--- src/rtl/sopc_pio_pulse_out.sv ---
// Avalon-MM output PIO with a hardware-timed one-shot inversion pulse.
// Optional pulse-done interrupt (irq port, STATUS bit2 enable) under SOPC_PIO_PULSE_IRQ_EN.
module sopc_pio_pulse_out #(
    parameter int               WIDTH       = 8,
    parameter int               CNT_W       = 16,
    parameter logic [WIDTH-1:0] RESET_VALUE = '0
) (
    input  logic             clk,
    input  logic             reset,
    input  logic [1:0]       address,
    input  logic             chipselect,
    input  logic             write_n,
    input  logic [31:0]      writedata,
    output logic [31:0]      readdata,
`ifdef SOPC_PIO_PULSE_IRQ_EN
    output logic             irq,
`endif
    output logic [WIDTH-1:0] out_port
);

    typedef enum logic {
        IDLE  = 1'b0,
        PULSE = 1'b1
    } state_t;

    state_t             state;
    logic [WIDTH-1:0]   data_reg;
    logic [WIDTH-1:0]   mask_reg;
    logic [CNT_W-1:0]   len_reg;
    logic [CNT_W-1:0]   cnt;
    logic               done;
    logic               irq_en;
    logic               wr;
    logic               busy;
    logic [WIDTH-1:0]   trig_mask;
    logic [31:0]        rd_mux;
    logic               unused_wdata;

    assign wr           = chipselect & ~write_n;
    assign busy         = (state == PULSE);
    assign trig_mask    = writedata[WIDTH-1:0];
    assign unused_wdata = ^writedata;

    always_ff @(posedge clk) begin
        if (reset) begin
            state    <= IDLE;
            data_reg <= RESET_VALUE;
            len_reg  <= '0;
            mask_reg <= '0;
            cnt      <= '0;
            done     <= 1'b0;
            irq_en   <= 1'b0;
        end else begin
            if (wr && address == 2'd0)
                data_reg <= writedata[WIDTH-1:0];
            if (wr && address == 2'd1)
                len_reg <= writedata[CNT_W-1:0];
            if (wr && address == 2'd3) begin
                if (writedata[1])
                    done <= 1'b0;
`ifdef SOPC_PIO_PULSE_IRQ_EN
                irq_en <= writedata[2];
`endif
            end

            // The completion assignment to done comes last so it wins over a same-edge clear.
            case (state)
                IDLE: begin
                    if (wr && address == 2'd2 && trig_mask != '0 && len_reg != '0) begin
                        mask_reg <= trig_mask;
                        cnt      <= len_reg;
                        state    <= PULSE;
                    end
                end
                PULSE: begin
                    if (cnt == CNT_W'(1)) begin
                        mask_reg <= '0;
                        cnt      <= '0;
                        done     <= 1'b1;
                        state    <= IDLE;
                    end else begin
                        cnt <= cnt - CNT_W'(1);
                    end
                end
                default: state <= IDLE;
            endcase
        end
    end

    always_comb begin
        rd_mux = '0;
        case (address)
            2'd0: rd_mux[WIDTH-1:0] = data_reg;
            2'd1: rd_mux[CNT_W-1:0] = len_reg;
            2'd2: rd_mux[WIDTH-1:0] = mask_reg;
            2'd3: begin
                rd_mux[0] = busy;
                rd_mux[1] = done;
                rd_mux[2] = irq_en;
            end
            default: rd_mux = '0;
        endcase
    end

    always_ff @(posedge clk) begin
        if (reset)
            readdata <= '0;
        else
            readdata <= rd_mux;
    end

    assign out_port = data_reg ^ mask_reg;

`ifdef SOPC_PIO_PULSE_IRQ_EN
    assign irq = done & irq_en;
`endif

endmodule

--- config.mk ---
export PLATFORM = sky130hd
export DESIGN_NAME = sopc_pio_pulse_out
export DESIGN_NICKNAME = d
export VERILOG_FILES = /design/src/rtl/sopc_pio_pulse_out.sv
export SDC_FILE = /design/constraint.sdc
export NUM_CORES = 1
export LEC_CHECK = 0
export BUFFER_PORTS_ARGS = -buffer_cell sky130_fd_sc_hd__buf_2
export CORE_MARGIN = 2
export CORE_UTILIZATION = 57
export CTS_CLUSTER_DIAMETER = 30
export DETAILED_ROUTE_END_ITERATION = 16
export PLACE_DENSITY = 0.85
export SLEW_MARGIN = 20
export SYNTH_ARGS = -nofsm -noshare
export SYNTH_HDL_FRONTEND = slang
export SYNTH_SLANG_ARGS = --single-unit
--- constraint.sdc ---
create_clock -name clk -period 3 [get_ports clk]
set_input_delay 0.15 -clock clk [delete_from_list [all_inputs] [get_ports clk]]
set_output_delay 0.15 -clock clk [all_outputs]
set_load 0.005 [all_outputs]
# After elaboration in Yosys (flattened, before gate mapping)
# Index checks and enable logic that the tools add are counted.
# W data, S select, Z words.
# totals
ramBits	0
romBits	0
regBits	82
word_cells	47
n_memories	0
latchBits	0
inputBits	38
output_inout_bits	40
# classes
n_shift	0
n_addsub	1
mul	0
muxes	15
n_div	0
magnitude_cmp	0
reduce_logical	11
bitwise	5
n_eq_ne	6
# op_table
operator	n
$mux W16	2
$pmux W16 S2	1
$eq A16 B1 Y1 const B	1
$mux W8	2
$pmux W8 S2	1
$reduce_bool A16 Y1	1
$sub A16 B1 Y16 const B	1
$pmux W5 S3	1
$pmux W3 S4	1
$reduce_bool A8 Y1	1
$xor A8 B8 Y8	1
$logic_and A1 B1 Y1	6
$mux W1	6
$eq A2 B2 Y1 const B	2
$not A1 Y1	3
$eq A2 B1 Y1 const B	1
$logic_not A2 Y1	1
$ne A2 B1 Y1 const B	1
$ne A2 B2 Y1 const B	1
$pmux W1 S2	1
$reduce_and A2 Y1	1
$reduce_or A2 Y1	1
$and A1 B1 Y1	1

# Logic depth before layout (Yosys ltp)
# logic_depth
word_depth	7
depth_mapped	8
mapped_depth_nobuf	7

# Least setup slack after synthesis
# No wires, ideal clock.
# synth_path
path_kind	reg-to-reg
start	reg cnt[7]
end	reg cnt[11]
setup_ns	0.117
arrival_ns	1.908
t_required_ns	2.883
path_slack_ns	0.974
path_buffers	1
synth_period_minus_slack_ns	2.026
path_stages_with_launch	7
path_cell_list	dfxtp_1 buf_2 or4_4 nor4_4 nor2_2 a32o_1 a32o_1
# synth_via
elab_chain_cells	3
elab_cells_between_ends	4
cone_classes	add/sub: 1; eq/ne: 1; mux: 2
# synth_lines
element	line	source
start, declared	30	logic [CNT_W-1:0] cnt;
start signal, assigned	71	cnt <= len_reg;
start signal, assigned	82	cnt <= cnt - CNT_W'(1);
$sub A16 B1 Y16 or $eq A16 B1 Y1 (tied branches)	82, 76	
$mux W16 *	76	if (cnt == CNT_W'(1)) begin
$pmux W16 S2 *	67	case (state)
# Mark *: on every way between the ends. The rest lies on a longest branch, timed or not.
# A chain may end at the register's enable or synchronous reset.

# Worst setup path after layout
# layout_path
start	reg cnt[1]
end	reg cnt[11]
# The elaborated chain is that of the path after synthesis.

==> results.toml <==
[logic_synthesis]
synth.distinct_cells = 46
ys.flop_type = "dfxtp_1"
synthCells = 375
synth-seq-cells = 66
synthesis.area_um2 = 3110
synth-edff-count = 0
yosysWarnings = 0
postSynth.asyncResetShare_pct = 0
synth_seq_area_share_pct = 42.5
avgSynthCellArea_um2 = 8.28

[setup_path]
crit_fanout = 13
end_kind = "register"
r2r_slack_ns = 0.67
worst-setup-path-type = "reg2reg"
worstPathArrival_ns = 2.58
required_ns = 3.24
crit_path_start_kind = "register"

[drt]
wl_um = 7920
drt-initial-drc-count = 387
vias = 2892
dr.pass1.iters = 5
wl_per_cell_um = 16.2
detail-route-antenna-nets = 0
via_per_inst = 5.93
drc = 0

[timing]
period_minus_slack_ns = 2.33
final.setup.tns_ns = 0
finalHoldViolations = 0
max_clock_freq_ghz = 0.428
finalMaxSlewViolations = 0
maxSlewHeadroom_pct = 29.9
finalCritPeriodShare_pct = 77.8
worst_pin_slew_ns = 1.04
fin_skew_ns = 0.0115
setup_ws_ns = 0.666
finalSetupViolCount = 0
rsz0062_at_grt = "false"

[clock_network]
clk_pin_slew_ns = 0.07
htree_levels = 3
cts-buffers-inserted = 9
root_buffer = "clkbuf_8"
clock_sinks = 66
cts_setup_buffers = 0
clk_path_buf_depth = 2
postCtsResizedCells = 0
insertion_delay_ns = 0.35
cts_hold_buf = 0
cts_tree = "done"

[global_route]
grt_pass1_vias = 2604
grt_overflow = 0
grt_util_met2_pct = 40.7
use_met1_pct = 38.5
antenna_found_initial = 0
grt_max_degree = 41
top_usage_layer = "met2"
grt_pass1_wl_um = 12900
gr-usage-all-layers_pct = 27.1
grtUsageMet3_pct = 2.79

[power_and_ir_drop]
vdd_drop_max_uv = 315
p_per_area_nw_per_um2 = 548
p_leak_nw = 1.46

[placement]
routabilityCongestion = 0.874
port-buffer-count = 45
pre_cts_ws_ns = 0.704
hpwl_um = 5250
place_area_um2 = 3310

[layout]
antenna_cells = 0
final_common_cell = "dfxtp_1"
drive_gt1_share_pct = 17.7
area_growth_pct = 13.2
final_cell_area_um2 = 3520
final_cell_mix = "dfxtp_1, nand2_1, a21oi_1"
nNetsFinal = 454

[worst_hold_path]
hold_class = "in2reg"

[run]
maxCapViolCount = 0

[floorplan]
die_w_um = 77.8
rows = 26
io_pins = 78
core-area_um2 = 5170
die_h_um = 77.8
initial_core_util_pct = 60.0
die-area_um2 = 6050

[outcome]
status = "finished, final reports clean"
## final cells by class
| cell class | count | area [um^2] |
|---|---|---|
| multi-input combinational | 275 | 1600 |
| clock inverter | 2 | 35.0 |
| timing repair buffer | 50 | 263 |
| tap | 70 | 87.6 |
| clock buffer | 13 | 169 |
| inverter | 12 | 45.0 |
| fill | 415 | 1660 |
| sequential | 66 | 1320 |
## Yosys cell counts (all sizes together) (2+ instances only)
library cell / n / area share [%]
o21ai: 9 / 1.5
ha: 2 / 0.81
a221oi: 8 / 2.3
a32o: 2 / 0.64
a21oi: 46 / 7.4
clkbuf: 19 / 2.3
nand2b: 2 / 0.40
xnor2: 10 / 2.8
mux4: 2 / 1.5
xor2: 8 / 2.3
and2: 11 / 2.2
or4: 4 / 1.1
nor4: 11 / 2.7
dfxtp: 66 / 43
nand3: 20 / 3.2
a32oi: 2 / 0.56
mux2i: 9 / 2.9
nor3: 7 / 1.1
or3: 4 / 0.81
nand3b: 2 / 0.48
nand4: 2 / 0.40
inv: 11 / 1.3
nand2: 62 / 7.5
nor2: 20 / 2.5
buf: 18 / 4.1
o32ai: 4 / 1.1
## worst paths after layout
| kind | start | endpoint | cells past startpoint |
|---|---|---|---|
| max | cnt[1] | cnt[11] | 7 |
| min | writedata[8] | len_reg[8] | 3 |
| max reg2reg | cnt[1] | cnt[11] | 7 |
| min reg2reg | data_reg[3] | data_reg[3] | 2 |
## per-layer routing
metal  up-vias  part of all wire (%)
met5         -                     0
met1      1362                    43
met2       150                    46
met3        27                   7.3
li1       1353                     -
met4         0                   2.9
## kinds of logic after synthesis
kind of cell / after synthesis / share of synthesized area (%)
flops: 66 / 42.5
xor+xnor: 18 / 5.08
buf+inv: 49 / 7.90
compound gates: 77 / 15.3
simple gates: 151 / 23.9
mux: 11 / 4.35
other cells: 1 / 0.121
fa+ha+maj: 2 / 0.806
## worst max-delay path: stages, from the launching register on
cell	delay, ns
dfxtp_1	0.33
inv_1	0.10
ha_1	0.15
or4b_2	0.63
nor4_4	0.26
nor2_2	0.20
a32o_1	0.30
a32o_1	0.26
## report_power, final
group	internal (mW)	leakage, nW	switching [mW]
Combinational	0.0942	0.820	0.140
Sequential	0.895	0.533	0.0195
Clock	0.446	0.106	0.330
Total	1.44	1.46	0.490
## stage by stage
step / hold WS [ns] / power, mW / std cells / util, %
after global routing: 0.0501 / 1.98 / 488 / 68.0
after floorplan: 0.286 / 1.11 / 390 / -
final: 0.0373 / 1.93 / 488 / 68.0
after global placement: 0.397 / 1.15 / 473 / 64.0
after detailed placement: 0.396 / 1.16 / 473 / 64.0
after CTS: 0.0359 / 1.92 / 488 / 68.0
Power figures use the tool's default switching activity.
